<file path="config.mk">
export PLATFORM = sky130hd
export DESIGN_NAME = mem_arbiter
export DESIGN_NICKNAME = d
export VERILOG_FILES = /design/src/rtl/bster_pkg.sv /design/src/rtl/rd_route_fifo.sv /design/src/rtl/mem_arbiter.sv
export SDC_FILE = /design/constraint.sdc
export NUM_CORES = 1
export LEC_CHECK = 0
export CAP_MARGIN = 20
export CORE_ASPECT_RATIO = 1.1
export CORE_UTILIZATION = 41
export CTS_CLUSTER_SIZE = 40
export DETAILED_ROUTE_END_ITERATION = 12
export HOLD_SLACK_MARGIN = 0.1
export PLACE_DENSITY_LB_ADDON = 0.25
export SYNTH_ARGS = -nofsm -noshare
export SYNTH_HDL_FRONTEND = slang
export SYNTH_SLANG_ARGS = --single-unit
</file>
<file path="constraint.sdc">
create_clock -name aclk -period 4.5 [get_ports aclk]
set_input_delay 0.675 -clock aclk [delete_from_list [all_inputs] [get_ports aclk]]
set_output_delay 0.675 -clock aclk [all_outputs]
set_load 0.02 [all_outputs]
</file>
<file path="src/rtl/bster_pkg.sv">
// Shared types and helpers for the memory arbiter slice.
package bster_pkg;

  localparam int unsigned CMD_ADDR_W = 16;
  localparam int unsigned CMD_DATA_W = 32;

  // Width of a requester index; never below one bit.
  function automatic int unsigned req_id_w(input int unsigned nb_req);
    return (nb_req > 1) ? $clog2(nb_req) : 1;
  endfunction

  // Command held in the output stage towards memory_driver.
  typedef struct packed {
    logic                  rd;
    logic                  wr;
    logic [CMD_ADDR_W-1:0] addr;
    logic [CMD_DATA_W-1:0] wr_data;
  } mem_cmd_t;

endpackage

</file>
<file path="src/rtl/rd_route_fifo.sv">
// Records the requester index of each issued read, returned in issue order.
module rd_route_fifo #(
  parameter int unsigned DEPTH = 8,
  parameter int unsigned WIDTH = 1
) (
  input  logic             aclk,
  input  logic             areset,
  input  logic             push,
  input  logic [WIDTH-1:0] push_data,
  input  logic             pop,
  output logic [WIDTH-1:0] head,
  output logic             full,
  output logic             empty
);

  localparam int unsigned PTR_W = $clog2(DEPTH);

  logic [PTR_W:0]   wr_ptr_q, wr_ptr_d;
  logic [PTR_W:0]   rd_ptr_q, rd_ptr_d;
  logic [WIDTH-1:0] mem_q [DEPTH];
  logic [WIDTH-1:0] mem_d [DEPTH];
  logic             do_push;
  logic             do_pop;

  // Pointer comparison with a wrap bit distinguishes full from empty.
  always_comb begin
    empty   = (wr_ptr_q == rd_ptr_q);
    full    = (wr_ptr_q[PTR_W] != rd_ptr_q[PTR_W]) &&
              (wr_ptr_q[PTR_W-1:0] == rd_ptr_q[PTR_W-1:0]);
    head    = mem_q[rd_ptr_q[PTR_W-1:0]];
    do_pop  = pop & ~empty;
    do_push = push & (~full | do_pop);
  end

  // Next pointers and storage contents.
  always_comb begin
    wr_ptr_d = wr_ptr_q;
    rd_ptr_d = rd_ptr_q;
    mem_d    = mem_q;
    if (do_push) begin
      mem_d[wr_ptr_q[PTR_W-1:0]] = push_data;
      wr_ptr_d = wr_ptr_q + (PTR_W+1)'(1);
    end
    if (do_pop) begin
      rd_ptr_d = rd_ptr_q + (PTR_W+1)'(1);
    end
  end

  // State registers.
  always_ff @(posedge aclk or posedge areset) begin
    if (areset) begin
      wr_ptr_q <= '0;
      rd_ptr_q <= '0;
      for (int i = 0; i < DEPTH; i++) begin
        mem_q[i] <= '0;
      end
    end else begin
      wr_ptr_q <= wr_ptr_d;
      rd_ptr_q <= rd_ptr_d;
      mem_q    <= mem_d;
    end
  end

endmodule

</file>
<file path="src/rtl/mem_arbiter.sv">
// Round-robin merge of NB_REQ requesters onto one memory_driver port,
// with in-order steering of returned read data.
module mem_arbiter
  import bster_pkg::*;
#(
  parameter int unsigned NB_REQ         = 2,
  parameter int unsigned RAM_ADDR_WIDTH = CMD_ADDR_W,
  parameter int unsigned RAM_DATA_WIDTH = CMD_DATA_W,
  parameter int unsigned MAX_OUTSTD     = 8
) (
  input  logic                             aclk,
  input  logic                             areset,
  input  logic [NB_REQ-1:0]                req_valid,
  output logic [NB_REQ-1:0]                req_ready,
  input  logic [NB_REQ-1:0]                req_rd,
  input  logic [NB_REQ-1:0]                req_wr,
  input  logic [NB_REQ*RAM_ADDR_WIDTH-1:0] req_addr,
  input  logic [NB_REQ*RAM_DATA_WIDTH-1:0] req_wr_data,
  output logic [NB_REQ-1:0]                req_rd_valid,
  input  logic [NB_REQ-1:0]                req_rd_ready,
  output logic [RAM_DATA_WIDTH-1:0]        req_rd_data,
  output logic                             mem_valid,
  input  logic                             mem_ready,
  output logic                             mem_rd,
  output logic                             mem_wr,
  output logic [RAM_ADDR_WIDTH-1:0]        mem_addr,
  output logic [RAM_DATA_WIDTH-1:0]        mem_wr_data,
  input  logic                             mem_rd_valid,
  output logic                             mem_rd_ready,
  input  logic [RAM_DATA_WIDTH-1:0]        mem_rd_data,
  output logic                             rd_orphan
);

  localparam int unsigned ID_W = req_id_w(NB_REQ);

  mem_cmd_t          cmd_q, cmd_d;
  logic              valid_q, valid_d;
  logic [ID_W-1:0]   rr_ptr_q, rr_ptr_d;
  logic              orphan_q, orphan_d;

  logic [NB_REQ-1:0] eligible;
  logic              load_en;
  logic              gnt_found;
  logic [ID_W-1:0]   gnt_idx;
  logic [ID_W-1:0]   cand;
  logic              accept;

  logic              route_push;
  logic              route_pop;
  logic [ID_W-1:0]   route_head;
  logic              route_full;
  logic              route_empty;

  // A read may only be granted while a route slot is free.
  always_comb begin
    for (int i = 0; i < NB_REQ; i++) begin
      eligible[i] = req_valid[i] & (~req_rd[i] | ~route_full);
    end
  end

  // Round-robin scan from rr_ptr; grant only when the output stage can load.
  always_comb begin
    load_en   = ~valid_q | mem_ready;
    gnt_found = 1'b0;
    gnt_idx   = '0;
    cand      = '0;
    for (int unsigned k = 0; k < NB_REQ; k++) begin
      cand = ID_W'((32'(rr_ptr_q) + k) % NB_REQ);
      if (!gnt_found && eligible[cand]) begin
        gnt_found = 1'b1;
        gnt_idx   = cand;
      end
    end
    req_ready = '0;
    if (load_en && gnt_found) begin
      req_ready[gnt_idx] = 1'b1;
    end
    accept     = req_valid[gnt_idx] & req_ready[gnt_idx];
    route_push = accept & req_rd[gnt_idx];
  end

  // Output stage, rr pointer and sticky orphan flag next-state.
  always_comb begin
    cmd_d    = cmd_q;
    valid_d  = valid_q;
    rr_ptr_d = rr_ptr_q;
    orphan_d = orphan_q | (mem_rd_valid & route_empty);
    if (load_en) begin
      valid_d = 1'b0;
    end
    if (accept) begin
      rr_ptr_d = ID_W'((32'(gnt_idx) + 32'd1) % NB_REQ);
      // No-op commands are consumed without occupying the output stage.
      if (req_rd[gnt_idx] | req_wr[gnt_idx]) begin
        valid_d       = 1'b1;
        cmd_d.rd      = req_rd[gnt_idx];
        cmd_d.wr      = req_wr[gnt_idx];
        cmd_d.addr    = CMD_ADDR_W'(req_addr[gnt_idx*RAM_ADDR_WIDTH +: RAM_ADDR_WIDTH]);
        cmd_d.wr_data = CMD_DATA_W'(req_wr_data[gnt_idx*RAM_DATA_WIDTH +: RAM_DATA_WIDTH]);
      end
    end
  end

  // State registers.
  always_ff @(posedge aclk or posedge areset) begin
    if (areset) begin
      cmd_q    <= '0;
      valid_q  <= 1'b0;
      rr_ptr_q <= '0;
      orphan_q <= 1'b0;
    end else begin
      cmd_q    <= cmd_d;
      valid_q  <= valid_d;
      rr_ptr_q <= rr_ptr_d;
      orphan_q <= orphan_d;
    end
  end

  // Read data goes to the requester at the route head; unrouted data is dropped.
  always_comb begin
    req_rd_valid = '0;
    if (mem_rd_valid && !route_empty) begin
      req_rd_valid[route_head] = 1'b1;
    end
    mem_rd_ready = ~route_empty & req_rd_ready[route_head];
    route_pop    = mem_rd_valid & mem_rd_ready;
    req_rd_data  = mem_rd_data;
  end

  rd_route_fifo #(
    .DEPTH (MAX_OUTSTD),
    .WIDTH (ID_W)
  ) u_route (
    .aclk      (aclk),
    .areset    (areset),
    .push      (route_push),
    .push_data (gnt_idx),
    .pop       (route_pop),
    .head      (route_head),
    .full      (route_full),
    .empty     (route_empty)
  );

  assign mem_valid   = valid_q;
  assign mem_rd      = cmd_q.rd;
  assign mem_wr      = cmd_q.wr;
  assign mem_addr    = RAM_ADDR_WIDTH'(cmd_q.addr);
  assign mem_wr_data = RAM_DATA_WIDTH'(cmd_q.wr_data);
  assign rd_orphan   = orphan_q;

endmodule

</file>
==> impl_metrics.yaml <==
timing:
  drv_slew: 0
  setup_viol: 0
  fmax_ghz: 0.296
  rsz0062_at_grt: "false"
  hold_viol_final: 0
  skew_ps: 6.00
  fin_crit_ps: 3380
  fin_crit_sh_pct: 75.1
  fin_ws_ps: 1120
  tightest_slew_ps: 671
  setup_tns_ps: 0
  fin_hold_ws_ps: 456
  relSlewSlack_pct: 55.2
global_route:
  grt_pass1_wl_mm: 14.1
  grt_max_degree: 50
  grt_overflow_total: 0
  grt_util_met2_pct: 34.2
  grt_util_met3_pct: 4.39
  use_met1_pct: 22.6
  grt_util_all_layers_pct: 19.6
  grt_antenna_before_repair: 0
  grt_pass1_vias: 2727
  top_usage_layer: "met2"
die:
  dieArea_mm2: 0.00951
  ioPinCount: 229
  fp-row-count: 36
  fp.dieH_um: 102
  initial_core_util_pct: 42.2
  die_w_um: 93.1
  coreArea_mm2: 0.00887
layout:
  design_area_mm2: 0.00546
  layout_commonest_cell: "clkdlybuf4s50_1"
  drive_gt1_share_pct: 30.4
  final_nets: 561
  antennaDiodeCount: 0
  stdcell_count: 538
  fin_util_pct: 61.5
  layout_common_cells: "164 x clkdlybuf4s50_1, 97 x mux2_2, 69 x dfrtp_1"
  synthToLayoutAreaGrowth_pct: 46.0
  nFillCells: 721
synth:
  netlist-cell-type-count: 31
  ys_warn_count: 0
  yosys.area.top_type: "dfrtp_1"
  syn_area_mm2: 0.00374
  avgSynthCellArea_um2: 13.0
  synth_cells: 287
  mappedNetlistNets: 429
  synth_seq_cells: 69
  seq_area_frac_synth_pct: 46.2
  yosysTopAreaCellShare_pct: 46.2
  synth_area_leaders: "dfrtp_1 46%, mux2_2 29%, buf_4 6.6%"
routing:
  routedWlPerCell_um: 16.9
  drcViolationCount: 0
  drt_wl_total_mm: 9.08
  drtIter0Drc: 77
  drt_pass1_iterations: 4
  antenna_left: 0
  routed_via_density: 4.99
  via_count: 2685
clock_tree:
  clockBufferDepth: 2
  clk_latency_ps: 340
  postCtsSetupRepairBufs: 0
  htree_levels: 3
  cts_sinks: 69
  cts_resized: 0
  cts_hold_buffers: 0
  clk_pin_slew_ps: 70
  cts_made_buffers: 9
  ctsRootBufferMaster: "clkbuf_8"
  cts_tree: "built"
placed_design:
  hpwl_mm: 6.90
  dpl.cell_count: 522
  placed_cell_area_mm2: 0.00524
  numPortBuffers: 164
  pre_cts_ws_ps: 1110
  routabilityCongestion: 0.752
worst_setup_path:
  cp_max_fo: 7
  cp_common_cell: "clkdlybuf4s50_1"
  crit_required_ps: 3830
  cp_cell_sequence: "clkdlybuf4s50_1, nand2b_1, nand2_1, a21oi_1, a21boi_0, clkdlybuf4s50_1"
  arrival_ps: 2700
  critPathKind: "input port to primary output"
  startpoint_type: "input port"
  slowest_stage: "clkdlybuf4s50_1"
  crit_buf_inv: 2
  end_kind: "primary output"
  max_stage_delay_ps: 720
  cp_top_family: "buffers and inverters"
pwr:
  total_power_mw: 3.62
  p_per_area_mw_per_mm2: 663
  leakagePower_nw: 2.24
  peakVddDrop_v: 0.000332
min_path:
  hold_class: "flip-flop to flip-flop"
status:
  outcome: "finished clean"
job:
  drv_cap: 0
## worst register-to-register path: stages, from the launching register on
cell     delay [ps]
dfrtp_1         480
xnor2_1         280
and4_1          280
nand2_1         110
a21oi_4         360
a311o_2         350
buf_4           530
mux2_2          440
## final timing paths
path / startpoint / endpoint / slack [ps] / cells past startpoint
setup / recovery: mem_ready / req_ready[0] / 1120 / 6
hold / removal: rd_orphan / rd_orphan / 460 / 1
setup reg to reg: u_route.wr_ptr_q[2] / mem_wr_data[24] / 1560 / 7
hold reg to reg: rd_orphan / rd_orphan / 460 / 1
max in group asynchronous: areset / mem_addr[9] / 2790 / 3
min in group asynchronous: areset / u_route.rd_ptr_q[2] / 770 / 2
## final cells by class
class / instances / area [µm²] / area share (%)
clock buffers: 12 / 155 / 2.84
clock inverters: 4 / 70.1 / 1.28
inverters: 3 / 11.3 / 0.206
multi-input cells: 169 / 1690 / 31.0
flip-flops and latches: 69 / 1730 / 31.6
well taps: 114 / 143 / 2.61
repair buffers: 167 / 1660 / 30.5
## flip-flops by register name, summed over array words and instances, names as in the netlist
register and cells:
u_route.wr_ptr_q 4, rr_ptr_q 1, mem_wr_data 32, mem_valid 1, rd_orphan 1, mem_wr 1
mem_addr 16, u_route.rd_ptr_q 4, mem_rd 1, u_route.mem_q 8
## cell usage after synthesis, drive strengths merged
cell type,count
and4,1
o211a,2
nand3b,2
mux2,106
a21oi,3
a311o,1
ha,2
nand2b,3
and2,1
nand4,2
nor2b,3
a21boi,2
mux4,2
buf,46
mux2i,2
nand2,9
o21ai,2
nand3,2
xor2,4
and4b,1
nor3b,2
nor2,7
xnor2,6
a31oi,2
dfrtp,69
inv,3
a21o,2
## cell families after synthesis
group / after synthesis / share of synthesized area, %
xor gates and xnor gates: 10 / 2.34
and+or+nand+nor: 33 / 4.68
adders and majority gates: 2 / 0.669
AOI/OAI and AO/OA: 14 / 2.61
muxes: 110 / 34.5
buffers and inverters: 49 / 9.00
DFF: 69 / 46.2
## routing by layer
| layer | wire (µm) | up-vias |
|---|---|---|
| met3 | 521 | 35 |
| met4 | 299 | 0 |
| li1 | - | 1239 |
| met5 | 0 | - |
| met2 | 4910 | 91 |
| met1 | 3350 | 1320 |
## power by group
group          total [mW]  internal (mW)  switching (mW)
Sequential           1.16          0.936           0.219
Clock               0.563          0.341           0.223
Combinational        1.90           1.06           0.843
Total                3.62           2.34            1.28
(Power assumes the default switching activity.)
